File: src/rtl/updown_counter_param.sv
// Parametrised up/down counter with programmable limit, step, parallel load and
// wrap/saturate boundary handling; reports a terminal-count pulse and sticky flags.
module updown_counter_param #(
    parameter int WIDTH = 8
) (
    input  logic             clk,
    input  logic             reset,
    input  logic             enable,
    input  logic             up_down,
    input  logic             load,
    input  logic [WIDTH-1:0] load_value,
    input  logic [WIDTH-1:0] limit,
    input  logic [WIDTH-1:0] step,
    input  logic             sat_mode,
    input  logic             clear_flags,
    output logic [WIDTH-1:0] count,
    output logic             tc,
    output logic             overflow,
    output logic             underflow,
    output logic             at_max,
    output logic             at_zero
);

    localparam logic [WIDTH:0] ONE_EXT = {{WIDTH{1'b0}}, 1'b1};

    function automatic logic [WIDTH-1:0] min_w(input logic [WIDTH-1:0] a,
                                               input logic [WIDTH-1:0] b);
        return (a < b) ? a : b;
    endfunction

    logic [WIDTH-1:0] count_r;
    logic             tc_r;
    logic             overflow_r;
    logic             underflow_r;

    logic [WIDTH:0]   ext_cnt_s;
    logic [WIDTH:0]   ext_lim_s;
    logic [WIDTH:0]   es_s;
    logic [WIDTH:0]   sum_s;
    logic [WIDTH-1:0] diff_s;
    logic [WIDTH-1:0] wrap_up_s;
    logic [WIDTH-1:0] wrap_dn_s;
    logic [WIDTH-1:0] next_count_s;
    logic             up_evt_s;
    logic             dn_evt_s;

    // Extended-width operands so the sum and wrap terms never truncate silently.
    always_comb begin
        ext_cnt_s = {1'b0, count_r};
        ext_lim_s = {1'b0, limit};
        es_s      = {1'b0, min_w(step, limit)};
        sum_s     = ext_cnt_s + es_s;
        diff_s    = WIDTH'(ext_cnt_s - es_s);
        wrap_up_s = WIDTH'(sum_s - ext_lim_s - ONE_EXT);
        // Rearranged so the intermediate never goes negative when count < es.
        wrap_dn_s = WIDTH'(ext_lim_s - (es_s - ext_cnt_s) + ONE_EXT);
    end

    // Next count and boundary events; load takes precedence over enable.
    always_comb begin
        next_count_s = count_r;
        up_evt_s     = 1'b0;
        dn_evt_s     = 1'b0;
        if (load) begin
            next_count_s = min_w(load_value, limit);
        end else if (enable) begin
            if (es_s == {(WIDTH+1){1'b0}}) begin
                next_count_s = count_r;
            end else if (ext_cnt_s > ext_lim_s) begin
                // Limit was lowered under the current count: pull back into range.
                up_evt_s = up_down;
                dn_evt_s = ~up_down;
                if (sat_mode || !up_down) begin
                    next_count_s = limit;
                end else begin
                    next_count_s = {WIDTH{1'b0}};
                end
            end else if (up_down) begin
                if (sum_s <= ext_lim_s) begin
                    next_count_s = sum_s[WIDTH-1:0];
                end else begin
                    up_evt_s     = 1'b1;
                    next_count_s = sat_mode ? limit : wrap_up_s;
                end
            end else begin
                if (ext_cnt_s >= es_s) begin
                    next_count_s = diff_s;
                end else begin
                    dn_evt_s     = 1'b1;
                    next_count_s = sat_mode ? {WIDTH{1'b0}} : wrap_dn_s;
                end
            end
        end else begin
            next_count_s = count_r;
        end
    end

    // State register; a flag set in the same cycle as clear_flags stays set.
    always_ff @(posedge clk) begin
        if (reset) begin
            count_r     <= up_down ? {WIDTH{1'b0}} : limit;
            tc_r        <= 1'b0;
            overflow_r  <= 1'b0;
            underflow_r <= 1'b0;
        end else begin
            count_r     <= next_count_s;
            tc_r        <= up_evt_s | dn_evt_s;
            overflow_r  <= up_evt_s | (overflow_r & ~clear_flags);
            underflow_r <= dn_evt_s | (underflow_r & ~clear_flags);
        end
    end

    assign count     = count_r;
    assign tc        = tc_r;
    assign overflow  = overflow_r;
    assign underflow = underflow_r;
    assign at_max    = (count_r == limit);
    assign at_zero   = (count_r == {WIDTH{1'b0}});

endmodule
File: config.mk
export PLATFORM = sky130hd
export DESIGN_NAME = updown_counter_param
export DESIGN_NICKNAME = d
export VERILOG_FILES = /design/src/rtl/updown_counter_param.sv
export SDC_FILE = /design/constraint.sdc
export NUM_CORES = 1
export LEC_CHECK = 0
export CAP_MARGIN = 10
export CORE_MARGIN = 4
export CORE_UTILIZATION = 50
export CTS_CLUSTER_DIAMETER = 50
export CTS_CLUSTER_SIZE = 16
export DETAILED_ROUTE_END_ITERATION = 8
export PLACE_DENSITY = 0.8
export SLEW_MARGIN = 25
export SYNTH_ARGS = -nofsm -noshare
export SYNTH_HDL_FRONTEND = slang
export SYNTH_SLANG_ARGS = --single-unit
File: constraint.sdc
create_clock -name clk -period 10.3 [get_ports clk]
set_input_delay 3.09 -clock clk [delete_from_list [all_inputs] [get_ports clk]]
set_output_delay 3.09 -clock clk [all_outputs]
set_load 0.05 [all_outputs]
==> impl_metrics.yaml, run 1 <==
cts:
  post_cts_buffers: 0
  clkTransAtPathRegs_ns: 0.05
  cts_root_buffer: "clkbuf_8"
  clk_latency_ns: 0.24
  cts_hold_buf: 0
  cts-buffers-inserted: 3
  post_cts_resized: 0
  clockBufferDepth: 2
  numClockSinks: 11
  cts_tree: "yes"
  htreeDepth: 1
global_route:
  use_met1_pct: 35.5
  grt_use_total_pct: 26.4
  top_usage_layer: "met2"
  use_met3_pct: 2.55
  grt-ovfl-total: 0
  grt_pass1_vias: 3122
  grt_pass1_wl_um: 15700
  use_met2_pct: 42.1
  antenna_found_initial: 0
  grt_max_degree: 23
sta:
  setup_violations: 0
  fin_crit_sh_pct: 90.0
  fin_skew_ns: 0.00292
  hold_viol_final: 0
  grt_setup_unrepaired: "no"
  tns_ns: 0
  tightest_slew_ns: 0.899
  period_needed_ns: 9.27
  max-slew-margin-rel_pct: 39.9
  fmax_mhz: 108
  slew_viol_final: 0
  holdWs_ns: 0.468
layout:
  diodes: 0
  final_common_cell: "ha_1"
  drive_above_1_share_pct: 2.59
  final_area_mm2: 0.00366
  fillers: 570
  fin_nets: 523
  layout_common_cells: "57 x ha_1, 43 x clkdlybuf4s50_1, 33 x inv_1"
  area_growth_pct: 16.0
power:
  powerDensity_mw_per_mm2: 265
  ir_drop_mv: 0.137
  switching_power_w: 0.000526
  internal_power_w: 0.000443
  p_clk_share_pct: 4.5
  power.share.switching_pct: 54.3
  p_seq_share_pct: 9.6
  comb_power_share_pct: 85.9
  leakage_nw: 1.65
synthesis:
  syn_avg_cell_area_um2: 8.08
  synth_warnings: 0
  synthTopCellsByArea: "ha_1 23%, edfxtp_1 7.6%, fa_1 6.4%, xnor2_1 4.4%, inv_1 3.9%"
  synth_ff_type: "edfxtp_1"
  synth_area_mm2: 0.00315
  syn_nets: 488
  yosysSeqAreaShare_pct: 9.53
  synth_largest_area_cell: "ha_1"
  async_flop_share_pct: 0
  ys_ff_latch: 11
  syn_inst: 390
  netlist.area_leader.share_pct: 22.6
  synth-edff-count: 8
  ys_types: 57
worst_hold_path:
  holdCritPathClass: "flop to flop"
  hold_end: "underflow"
  min_path_cells: 2
  min-delay-start: "underflow"
floorplanning:
  floorplan.initialDensity_pct: 52.3
  dieArea_mm2: 0.00764
  fp.dieW_um: 87.4
  die_height_um: 87.4
  num_io_pins: 44
  rows: 28
  coreArea_mm2: 0.00603
place:
  dpl.hpwl_um: 8050
  postPlaceCellArea_mm2: 0.00361
  gp_congestion: 0.994
  portBuffers: 43
critical_path:
  reg2reg_to: "count[1]"
  worstPathMaxFanout: 17
  start_kind: "input port"
  reg2reg_setup_slack_ns: 6.07
  cp-end-kind: "flop"
  cp.required_ns: 10.29
  cp.arrival_ns: 9.26
  r2r_cells: 15
  worstReg2RegStart: "count[1]"
  path_class: "input port to flop"
status:
  run_status: "completed"
drt:
  drt_iter0_drc: 185
  avgViaCountPerCell: 6.38
  ant_nets: 0
  drcViolationCount: 0
  detail_route.wl_per_cell_um: 19.7
  route.final.wire_length_um: 9850
  dr.pass1.iters: 5
  num_vias: 3185
job:
  drv_cap: 0
## through the flow
stage / std cells / util, % / power, W / setup slack (ns)
global route: 499 / 60.7 / 0.00106 / 0.658
floorplan: 390 / - / 0.000725 / 2.16
CTS: 499 / 60.7 / 0.000957 / 1.10
finish: 499 / 60.7 / 0.000969 / 1.03
global placement: 495 / 59.9 / 0.000898 / 1.15
detailed placement: 495 / 59.9 / 0.000908 / 0.855
## synth_stat cells, types with 3 or more instances
| library cell | count |
|---|---|
| edfxtp_1 | 8 |
| fa_1 | 10 |
| clkbuf_1 | 7 |
| nand2b_1 | 6 |
| mux2i_1 | 9 |
| xor2_1 | 6 |
| a211o_1 | 6 |
| a21o_1 | 16 |
| xnor2_1 | 16 |
| o211ai_1 | 5 |
| o211a_1 | 3 |
| buf_2 | 3 |
| a211oi_1 | 8 |
| o21bai_1 | 5 |
| inv_1 | 33 |
| or4_1 | 3 |
| nand4_1 | 3 |
| o21a_1 | 9 |
| nand2_1 | 26 |
| nor4_1 | 5 |
| dfxtp_1 | 3 |
| nand3_1 | 5 |
| nor2b_1 | 7 |
| a221o_1 | 3 |
| a2bb2oi_1 | 3 |
| nor3_1 | 7 |
| o221ai_1 | 3 |
| o21ai_0 | 23 |
| a2111oi_0 | 3 |
| a21oi_1 | 22 |
| o2111ai_1 | 3 |
| ha_1 | 57 |
| nor2_1 | 30 |
## kinds of logic (layout without fill, tap and decap cells)
| kind of cell | Yosys count | count (layout) | synth area share, % |
|---|---|---|---|
| muxes | 11 | 11 | 3.57 |
| DFF | 11 | 11 | 9.53 |
| xor gates and xnor gates | 22 | 22 | 6.12 |
| AOI/OAI and AO/OA | 130 | 130 | 29.8 |
| and+or+nand+nor | 101 | 101 | 15.7 |
| buffers and inverters | 48 | 82 | 6.31 |
| adders and majority gates | 67 | 67 | 29.0 |
## sequential cells by signal, summed over array words and instances (netlist names)
| signal | flops |
|---|---|
| underflow | 1 |
| count | 8 |
| overflow | 1 |
| tc | 1 |
## power by group through the flow
stage	clock (W)	sequential, W	combinational (W)
after global placement	0	0.0000933	0.000805
after global routing	0.0000461	0.0000965	0.000915
final	0.0000440	0.0000929	0.000832
after CTS	0.0000439	0.0000929	0.000820
after floorplan	0	0.000129	0.000596
after detailed placement	0	0.0000939	0.000815
## critical path: stages
cell	delay, ns
clkdlybuf4s50_1	0.60
inv_1	0.23
ha_1	0.37
a21o_1	0.20
a221oi_2	0.32
o21ai_1	0.16
a21oi_2	0.59
a21o_1	0.30
ha_1	0.22
inv_1	0.06
fa_1	0.43
nor2b_4	0.13
o31a_1	0.18
o21a_1	0.12
nor2_1	0.04
xnor2_1	0.22
ha_1	0.33
a21o_1	0.21
a21oi_1	0.20
a21oi_1	0.11
a211o_1	0.48
mux2i_1	0.25
a211oi_1	0.11
a211o_1	0.29
## worst max-delay path by stage
stage               slack [ns]        to  depth (start not counted)     start
CTS                       1.10  count[1]                         24  limit[5]
floorplan                 2.16  count[4]                         25  limit[5]
global route              0.66  count[1]                         24  limit[5]
detailed placement        0.86  count[1]                         24  limit[5]
finish                    1.03  count[1]                         24  limit[5]
global placement          1.15  count[4]                         24  limit[5]
## metal layers
layer	share of wire (%)	vias to the layer above	wire [µm]
met5	0	-	0
met4	4.9	0	480
met3	7.8	34	770
met2	45	142	4420
met1	42	1489	4180
li1	-	1520	-
## final cells by class
| type | instances | area, µm² | share of cell area, % |
|---|---|---|---|
| Tap cell | 75 | 93.8 | 2.57 |
| Clock buffer | 4 | 45.0 | 1.23 |
| Multi-Input combinational cell | 331 | 2650 | 72.5 |
| Inverter | 34 | 128 | 3.49 |
| Timing Repair Buffer | 44 | 438 | 12.0 |
| Sequential cell | 11 | 300 | 8.21 |
No activity file was read; power rests on OpenSTA's default activity.
==> run 2: changes to the inputs <==
--- a/config.mk
+++ b/config.mk
@@ -7,11 +7,12 @@
 export LEC_CHECK = 0
 export CAP_MARGIN = 10
 export CORE_MARGIN = 4
-export CORE_UTILIZATION = 50
+export CORE_UTILIZATION = 40
 export CTS_CLUSTER_DIAMETER = 50
 export CTS_CLUSTER_SIZE = 16
 export DETAILED_ROUTE_END_ITERATION = 8
-export PLACE_DENSITY = 0.8
+export HOLD_SLACK_MARGIN = 0.06
+export PLACE_DENSITY = 0.67
 export SLEW_MARGIN = 25
 export SYNTH_ARGS = -nofsm -noshare
 export SYNTH_HDL_FRONTEND = slang
==> run 2 against run 1 <==
  * Worst setup slack improved by 0.16 ns
  * Highest routed layer unchanged
  * Utilization fell by 13 points
  * First-iteration DRC count rose by 1.6%
  * Maximum frequency rose by 1.8%
==> impl_metrics.yaml, run 2 (synthesized netlist as in run 1, its figures left out) <==
power:
  ir_drop_mv: 0.122
  leakage_nw: 1.65
  p_total_w: 0.000986
  powerDensity_mw_per_mm2: 267
critical_path:
  reg2reg_setup_slack_ns: 6.09
  crit_chain: "clkdlybuf4s50_1 -> inv_1 -> ha_1 -> a21o_1 -> a221oi_2 -> o21ai_1 -> a21oi_2 -> a21o_1 -> ha_1 -> inv_1 -> fa_1 -> nor2b_4 -> o31a_1 -> o21a_1 -> nor2_1 -> xnor2_1 -> ha_1 -> a21o_1 -> a21oi_1 -> a21oi_1 -> a211o_1 -> mux2i_1 -> mux2i_1 -> a221o_1"
  max_stage_delay_ns: 0.58
  cp-end-kind: "flop"
  start_kind: "input port"
  cp.arrival_ns: 9.10
  r2r_cells: 15
  slowest_stage: "clkdlybuf4s50_1"
  worstReg2RegStart: "count[1]"
  path_class: "input port to flop"
  worstPathMaxFanout: 13
  cp.required_ns: 10.30
  reg2reg_to: "count[4]"
global_route:
  use_met2_pct: 37.0
  grt_max_degree: 23
  grt-ovfl-total: 0
  use_met3_pct: 2.02
  top_usage_layer: "met2"
  antenna_found_initial: 0
  grt_use_total_pct: 21.6
  grt_pass1_vias: 3211
  grt_pass1_wl_um: 16400
  use_met1_pct: 28.5
floorplanning:
  die_height_um: 96.8
  rows: 32
  floorplan.initialDensity_pct: 41.0
  coreArea_mm2: 0.00769
  fp.dieW_um: 96.8
  num_io_pins: 44
  dieArea_mm2: 0.00936
cts:
  clkTransAtPathRegs_ns: 0.05
  cts_tree: "yes"
  cts_root_buffer: "clkbuf_8"
  clk_latency_ns: 0.24
  htreeDepth: 1
  cts_hold_buf: 0
  post_cts_resized: 0
  cts-buffers-inserted: 3
  clockBufferDepth: 2
  post_cts_buffers: 0
  numClockSinks: 11
drt:
  drcViolationCount: 0
  avgViaCountPerCell: 6.11
  ant_nets: 0
  route.final.wire_length_um: 10300
  drt_iter0_drc: 188
  dr.pass1.iters: 4
  detail_route.wl_per_cell_um: 19.5
  num_vias: 3218
layout:
  diodes: 0
  largest_reg_flops: 8
  drive_above_1_share_pct: 2.82
  fin_nets: 524
  final_common_cell: "ha_1"
  area_growth_pct: 17.4
  layout_common_cells: "57 x ha_1, 43 x clkdlybuf4s50_1, 33 x inv_1"
  fillers: 795
worst_hold_path:
  holdCritPathClass: "flop to flop"
  hold_end: "underflow"
  min_path_cells: 2
  min-delay-start: "underflow"
job:
  drv_cap: 0
status:
  run_status: "completed"
place:
  portBuffers: 43
  dpl.hpwl_um: 8530
  gp_congestion: 0.899
sta:
  max-slew-margin-rel_pct: 42.0
  tightest_slew_ns: 0.867
  period_needed_ns: 9.11
  setup_violations: 0
  fmax_mhz: 110
  holdWs_ns: 0.470
  tns_ns: 0
  grt_setup_unrepaired: "no"
  hold_viol_final: 0
  fin_skew_ns: 0.00607
  slew_viol_final: 0
  fin_crit_sh_pct: 88.4
==> run 2: how the worst max path moves through the flow <==
stage / start / slack (ns) / endpoint
global placement: limit[5] / 1.22 / count[4]
global route: limit[5] / 0.73 / count[3]
CTS: limit[5] / 1.26 / count[4]
finish: limit[5] / 1.19 / count[4]
detailed placement: limit[5] / 1.01 / count[4]
floorplan: limit[5] / 2.16 / count[4]
==> run 2: power by group <==
group          internal [W]  switching [W]
Combinational      0.000351       0.000496
Sequential        0.0000650      0.0000292
Clock             0.0000272      0.0000171
Total              0.000444       0.000542
==> run 2: layer usage <==
metal / up-vias / part of all wire, %
li1: 1517 / -
met1: 1542 / 44
met2: 132 / 47
met3: 27 / 6.4
met4: 0 / 2.9
met5: - / 0
==> run 2: through the flow <==
stage	utilization [%]	std cells	setup WS, ns	instance area [µm²]
after floorplan	-	390	2.16	3150
after global placement	47.5	523	1.22	3650
after detailed placement	47.5	523	1.01	3650
after CTS	48.1	527	1.26	3700
after global routing	48.1	527	0.726	3700
final	48.1	527	1.19	3700
==> run 2: critical path: cells and delay by family <==
| kind | cells | cell delay (ns) |
|---|---|---|
| AO/OA/AOI/OAI | 12 | 3.02 |
| XOR/XNOR | 1 | 0.25 |
| adder cells (fa/ha/maj) | 4 | 1.36 |
| buffers and inverters | 3 | 0.88 |
| multiplexers | 2 | 0.32 |
| AND/OR/NAND/NOR | 2 | 0.19 |
==> run 2: area by class of cell <==
cell class | instances | area (µm²) | area share (%)
sequential | 11 | 300 | 8.12
inverter | 34 | 128 | 3.45
timing repair buffer | 45 | 445 | 12.0
tap | 102 | 128 | 3.45
multi-input combinational | 331 | 2650 | 71.7
clock buffer | 4 | 45.0 | 1.22
